--- src/rtl/ysyx_store_queue.sv ---
// ysyx_store_queue
// Store queue sitting between LSU commit and the bus store channel. Committed
// stores are buffered in FIFO order and drained one at a time over the
// awaddr/wdata handshake; a bus_wready pulse completes the head store. The
// queue also reports whether a pending store touches the same word as the
// load currently in the LSU so that load can be stalled.

module ysyx_store_queue #(
   parameter int XLEN  = 32,
   parameter int DEPTH = 4
) (
   input  logic            clock,
   input  logic            reset,
   input  logic            sq_valid,
   input  logic [XLEN-1:0] sq_addr,
   input  logic [XLEN-1:0] sq_data,
   input  logic [7:0]      sq_wstrb,
   output logic            out_sq_ready,
   input  logic [XLEN-1:0] ld_addr,
   output logic            out_ld_hit,
   output logic            out_empty,
   output logic [XLEN-1:0] out_lsu_awaddr,
   output logic            out_lsu_awvalid,
   output logic [XLEN-1:0] out_lsu_wdata,
   output logic [7:0]      out_lsu_wstrb,
   output logic            out_lsu_wvalid,
   input  logic            bus_wready
);

   localparam int PW = $clog2(DEPTH);
   localparam int CW = PW + 1;
   localparam logic [CW-1:0] FULL_COUNT = CW'(DEPTH);
   localparam logic [PW-1:0] PTR_ONE    = PW'(1);
   localparam logic [CW-1:0] CNT_ONE    = CW'(1);

   // Drain-side states: idle, presenting the head store, and the mandatory
   // one-cycle idle gap after every completed store.
   typedef enum logic [1:0] {
      S_IDLE = 2'd0,
      S_SEND = 2'd1,
      S_GAP  = 2'd2
   } state_t;

   state_t state_q;
   state_t state_d;

   logic [XLEN-1:0] addr_q [DEPTH];
   logic [XLEN-1:0] data_q [DEPTH];
   logic [7:0]      strb_q [DEPTH];
   logic [DEPTH-1:0] valid_q;

   logic [PW-1:0] wr_ptr_q;
   logic [PW-1:0] rd_ptr_q;
   logic [CW-1:0] count_q;
   logic [CW-1:0] count_d;
   logic          ready_q;

   logic enq;
   logic pop;
   logic send;
   logic hit;

   // Only the word part of the load address participates in the hazard check.
   logic unused_ld_low_bits;
   assign unused_ld_low_bits = ^ld_addr[1:0];

   assign enq  = sq_valid && ready_q;
   assign pop  = (state_q == S_SEND) && bus_wready;
   assign send = (state_q == S_SEND);

   // Occupancy after this cycle; a same-cycle enqueue and pop cancel out.
   always_comb begin
      count_d = count_q;
      case ({enq, pop})
         2'b10:   count_d = count_q + CNT_ONE;
         2'b01:   count_d = count_q - CNT_ONE;
         default: count_d = count_q;
      endcase
   end

   // Pointers, occupancy and the registered ready flag. Ready is derived from
   // the next occupancy so it never anticipates a pop happening in the same
   // cycle as the enqueue it gates, and it stays low while in reset.
   always_ff @(posedge clock or negedge reset) begin
      if (!reset) begin
         wr_ptr_q <= '0;
         rd_ptr_q <= '0;
         count_q  <= '0;
         ready_q  <= 1'b0;
      end else begin
         if (enq) begin
            wr_ptr_q <= wr_ptr_q + PTR_ONE;
         end
         if (pop) begin
            rd_ptr_q <= rd_ptr_q + PTR_ONE;
         end
         count_q <= count_d;
         ready_q <= (count_d < FULL_COUNT);
      end
   end

   // Entry storage and per-entry valid bits. A popped entry is retired before
   // a new one is written so the slot bookkeeping stays consistent even if
   // the two ever target the same index.
   always_ff @(posedge clock or negedge reset) begin
      if (!reset) begin
         valid_q <= '0;
         for (int i = 0; i < DEPTH; i++) begin
            addr_q[i] <= '0;
            data_q[i] <= '0;
            strb_q[i] <= '0;
         end
      end else begin
         if (pop) begin
            valid_q[rd_ptr_q] <= 1'b0;
         end
         if (enq) begin
            valid_q[wr_ptr_q] <= 1'b1;
            addr_q[wr_ptr_q]  <= sq_addr;
            data_q[wr_ptr_q]  <= sq_data;
            strb_q[wr_ptr_q]  <= sq_wstrb;
         end
      end
   end

   // Drain state register.
   always_ff @(posedge clock or negedge reset) begin
      if (!reset) begin
         state_q <= S_IDLE;
      end else begin
         state_q <= state_d;
      end
   end

   // Drain next-state logic. The gap state looks at the occupancy after the
   // pop, so a queue refilled during the send goes straight back to sending.
   always_comb begin
      state_d = state_q;
      case (state_q)
         S_IDLE: begin
            if (count_q != '0) begin
               state_d = S_SEND;
            end
         end
         S_SEND: begin
            if (bus_wready) begin
               state_d = S_GAP;
            end
         end
         S_GAP: begin
            if (count_q != '0) begin
               state_d = S_SEND;
            end else begin
               state_d = S_IDLE;
            end
         end
         default: state_d = S_IDLE;
      endcase
   end

   // Drain outputs: the head entry is presented only while sending and the
   // bus sees zeros otherwise, including during reset.
   always_comb begin
      out_lsu_awvalid = 1'b0;
      out_lsu_wvalid  = 1'b0;
      out_lsu_awaddr  = '0;
      out_lsu_wdata   = '0;
      out_lsu_wstrb   = '0;
      if (send) begin
         out_lsu_awvalid = 1'b1;
         out_lsu_wvalid  = 1'b1;
         out_lsu_awaddr  = addr_q[rd_ptr_q];
         out_lsu_wdata   = data_q[rd_ptr_q];
         out_lsu_wstrb   = strb_q[rd_ptr_q];
      end
   end

   // Load hazard: any valid entry, including the one in flight, whose word
   // address matches the load's word address.
   always_comb begin
      hit = 1'b0;
      for (int i = 0; i < DEPTH; i++) begin
         if (valid_q[i] && (addr_q[i][XLEN-1:2] == ld_addr[XLEN-1:2])) begin
            hit = 1'b1;
         end
      end
   end

   assign out_ld_hit   = hit;
   assign out_sq_ready = ready_q;
   assign out_empty    = (count_q == '0) && (state_q == S_IDLE);

endmodule

--- config.mk ---
export PLATFORM = sky130hd
export DESIGN_NAME = ysyx_store_queue
export DESIGN_NICKNAME = d
export VERILOG_FILES = /design/src/rtl/ysyx_store_queue.sv
export SDC_FILE = /design/constraint.sdc
export NUM_CORES = 1
export LEC_CHECK = 0
export CAP_MARGIN = 20
export CORE_MARGIN = 4
export CORE_UTILIZATION = 50
export CTS_CLUSTER_DIAMETER = 40
export CTS_CLUSTER_SIZE = 20
export DETAILED_ROUTE_END_ITERATION = 8
export HOLD_SLACK_MARGIN = 0.03
export PLACE_DENSITY = 0.73
export SLEW_MARGIN = 20
export SYNTH_ARGS = -nofsm -noshare
export SYNTH_HDL_FRONTEND = slang
export SYNTH_SLANG_ARGS = --single-unit
export TNS_END_PERCENT = 50
--- constraint.sdc ---
create_clock -name clock -period 5.7 [get_ports clock]
set_input_delay 0.57 -clock clock [delete_from_list [all_inputs] [get_ports clock]]
set_output_delay 0.57 -clock clock [all_outputs]
set_load 0.01 [all_outputs]
==> impl_metrics.toml <==
[clock_tree]
clock-root-buffer = "clkbuf_16"
clk_path_buf_depth = 3
holdBufCountCts = 1
postCtsSetupBuffers = 0
cts_inserted_buffers = 46
clkTransAtPathRegs_ns = 0.05
htreeDepth = 2
cts_tree = "built"
cts_resized = 0
clock_sinks = 302
clkLatencyLatePin_ns = 0.53

[detailed_routing]
drtIter0Drc = 568
vias_per_cell = 5.64
dr.pass1.iters = 4
routed_wl_um = 35800
vias = 9088
drc_errors = 0
avgRoutedWirePerCell_um = 22.2
postRouteAntennaNets = 0

[critical_path]
critPathMaxFanout = 39
crit_path_end_kind = "output port"
critical_path_class = "register to output port"
startpoint = "rd_ptr_q[0]"
cp.arrival_ns = 3.17
startpoint_type = "register"
cp_data_required_time_ns = 5.13
worstReg2RegStart = "state_q[0]"

[power]
p_clk_frac = 0.241
p_total_mw = 11.5
switching_share = 0.314
combPwrFrac = 0.401
sequentialPowerShare = 0.358
ir_drop_uv = 325
intPower_mw = 7.93
p_leak_nw = 7.62
power_switching_mw = 3.62
powerDensity_nw_per_um2 = 622

[synthesis]
netlist_instances = 1015
synth_area_um2 = 15000
synth.top_cell.area_share = 0.504
synth_area_leader_cell = "dfrtp_1"
synth.net_count = 1133
yosysMostFrequentCell = "dfrtp_1"
ys_seq_area_frac = 0.504
synth-edff-count = 0
synth_area_leaders = "dfrtp_1, mux2_2, mux4_2"
avgSynthCellArea_um2 = 14.8
ys_seq_elements = 302
synth_common_cells = "dfrtp_1, mux2_2, xnor2_1, and2_1, mux4_2"
synth_flop_cell = "dfrtp_1"
synth.distinct_cells = 25
async_flop_share = 1.00
synth_warnings = 0

[timing]
period_needed_ns = 3.74
slew_headroom = 0.303
finalSetupTns_ns = 0
worst_pin_slew_ns = 1.05
clock_skew_ns = 0.0160
layout_setup_ws_ns = 1.96
hold_viol = 0
setup_violations = 0
period_share = 0.656
rsz0062_at_grt = "no"
drv_slew = 0
timing.fmax_ghz = 0.268

[global_route]
grt_max_degree = 178
grt_use_met1 = 0.297
grt_use_met2 = 0.358
grt_busiest_layer = "met2"
grt_use_met3 = 0.0552
grt_pass1_wl_um = 57400
grt_util_all_layers = 0.220
grt_pass1_vias = 10100
grt.overflow.total = 0
antenna_found_initial = 4

[placement]
pre_cts_slack_ns = 2.20
portBuffers = 182
gp_congestion = 0.904
dp.final_hpwl_um = 23000

[die]
initial_core_util = 0.506
core.rowCount = 63
die_h_um = 181
die-area_um2 = 32800
io_pins = 185
die_x_um = 181
fp.coreArea_um2 = 29600

[finish]
syn_to_final_growth_pct = 23.9
final_nets = 1302
fillers = 2303
drive_above_1_share = 0.371

[run]
maxCapViolCount = 0

[min_path]
hold_start = "state_q[0]"
worst_hold_path_type = "register to register"

[run_status]
status = "finished, final reports clean"
-- flip-flops by register name, summed over array words and instances (netlist names) --
name / flops
state_q: 2
out_sq_ready: 1
strb_q: 32
data_q: 128
rd_ptr_q: 2
valid_q: 4
addr_q: 128
count_q: 3
wr_ptr_q: 2
-- cells in the final DEF (no fill, tap or decap), drive strengths merged, types with 3 or more instances in the layout --
| master | instances |
|---|---|
| clkinv | 9 |
| dfrtp | 302 |
| nand3 | 4 |
| mux4 | 72 |
| ha | 9 |
| clkdlybuf4s50 | 181 |
| nor4 | 16 |
| clkbuf | 64 |
| mux2 | 290 |
| nand4 | 25 |
| inv | 9 |
| buf | 10 |
| bufinv | 3 |
| clkinvlp | 5 |
| nand2 | 14 |
| xor2 | 45 |
| and2 | 74 |
| xnor2 | 80 |
-- worst paths after layout --
kind                            slack, ns                 end  cells after the start
max in group asynchronous            3.85          data_q[53]                      3
worst min-delay path                 0.47          state_q[0]                      1
worst min register to register       0.47          state_q[0]                      1
worst max register to register       2.72          count_q[1]                      6
worst max-delay path                 1.96  out_lsu_awaddr[20]                      4
min in group asynchronous            0.52         addr_q[122]                      2
-- power by group through the flow --
stage	clock [mW]	combinational, mW	sequential (mW)
finish	2.79	4.63	4.13
global route	2.95	4.99	4.29
CTS	2.85	4.70	4.14
detailed placement	0	4.67	4.16
global placement	0	4.60	4.10
floorplan	0	3.42	3.76
-- area by class of cell --
type | instances | area [um2] | share of cell area
antenna | 1 | 2.50 | 0.000135
inverter | 6 | 22.5 | 0.00121
timing repair buffer | 192 | 1930 | 0.104
tap | 390 | 488 | 0.0263
clock inverter | 20 | 214 | 0.0115
multi-input combinational | 636 | 7000 | 0.377
sequential | 302 | 7560 | 0.407
clock buffer | 64 | 1340 | 0.0723
-- worst max-delay path, cell delays in order, from the launching register on --
cell,delay (ns)
dfrtp_4,0.96
buf_12,0.40
mux4_2,0.56
and2_1,0.21
clkdlybuf4s50_1,0.49
-- metrics by stage --
stage               cell area, um2  cells  hold slack, ns  utilization
floorplan                    15000   1015           0.274            -
global placement             17000   1525           0.454        0.574
finish                       18600   1611           0.474        0.627
detailed placement           17000   1525           0.463        0.574
global route                 18600   1610           0.499        0.627
CTS                          18600   1610           0.478        0.626
-- logic make-up (layout without fill, tap and decap cells) --
group	count (synthesis)	after routing	synth area share
buffers and inverters	77	282	0.0308
adder cells (fa/ha/maj)	10	10	0.00885
multiplexers	362	362	0.326
AND/OR/NAND/NOR	137	137	0.0557
flip-flops	302	302	0.504
other	0	1	0
XOR/XNOR	125	125	0.0731
AO/OA/AOI/OAI	2	2	0.000918
-- routing by layer --
layer	up-vias	routed length (um)
li1	4011	-
met1	4722	15200
met2	269	17100
met3	80	2450
met4	6	925
met5	-	41
(Power assumes the default switching activity.)
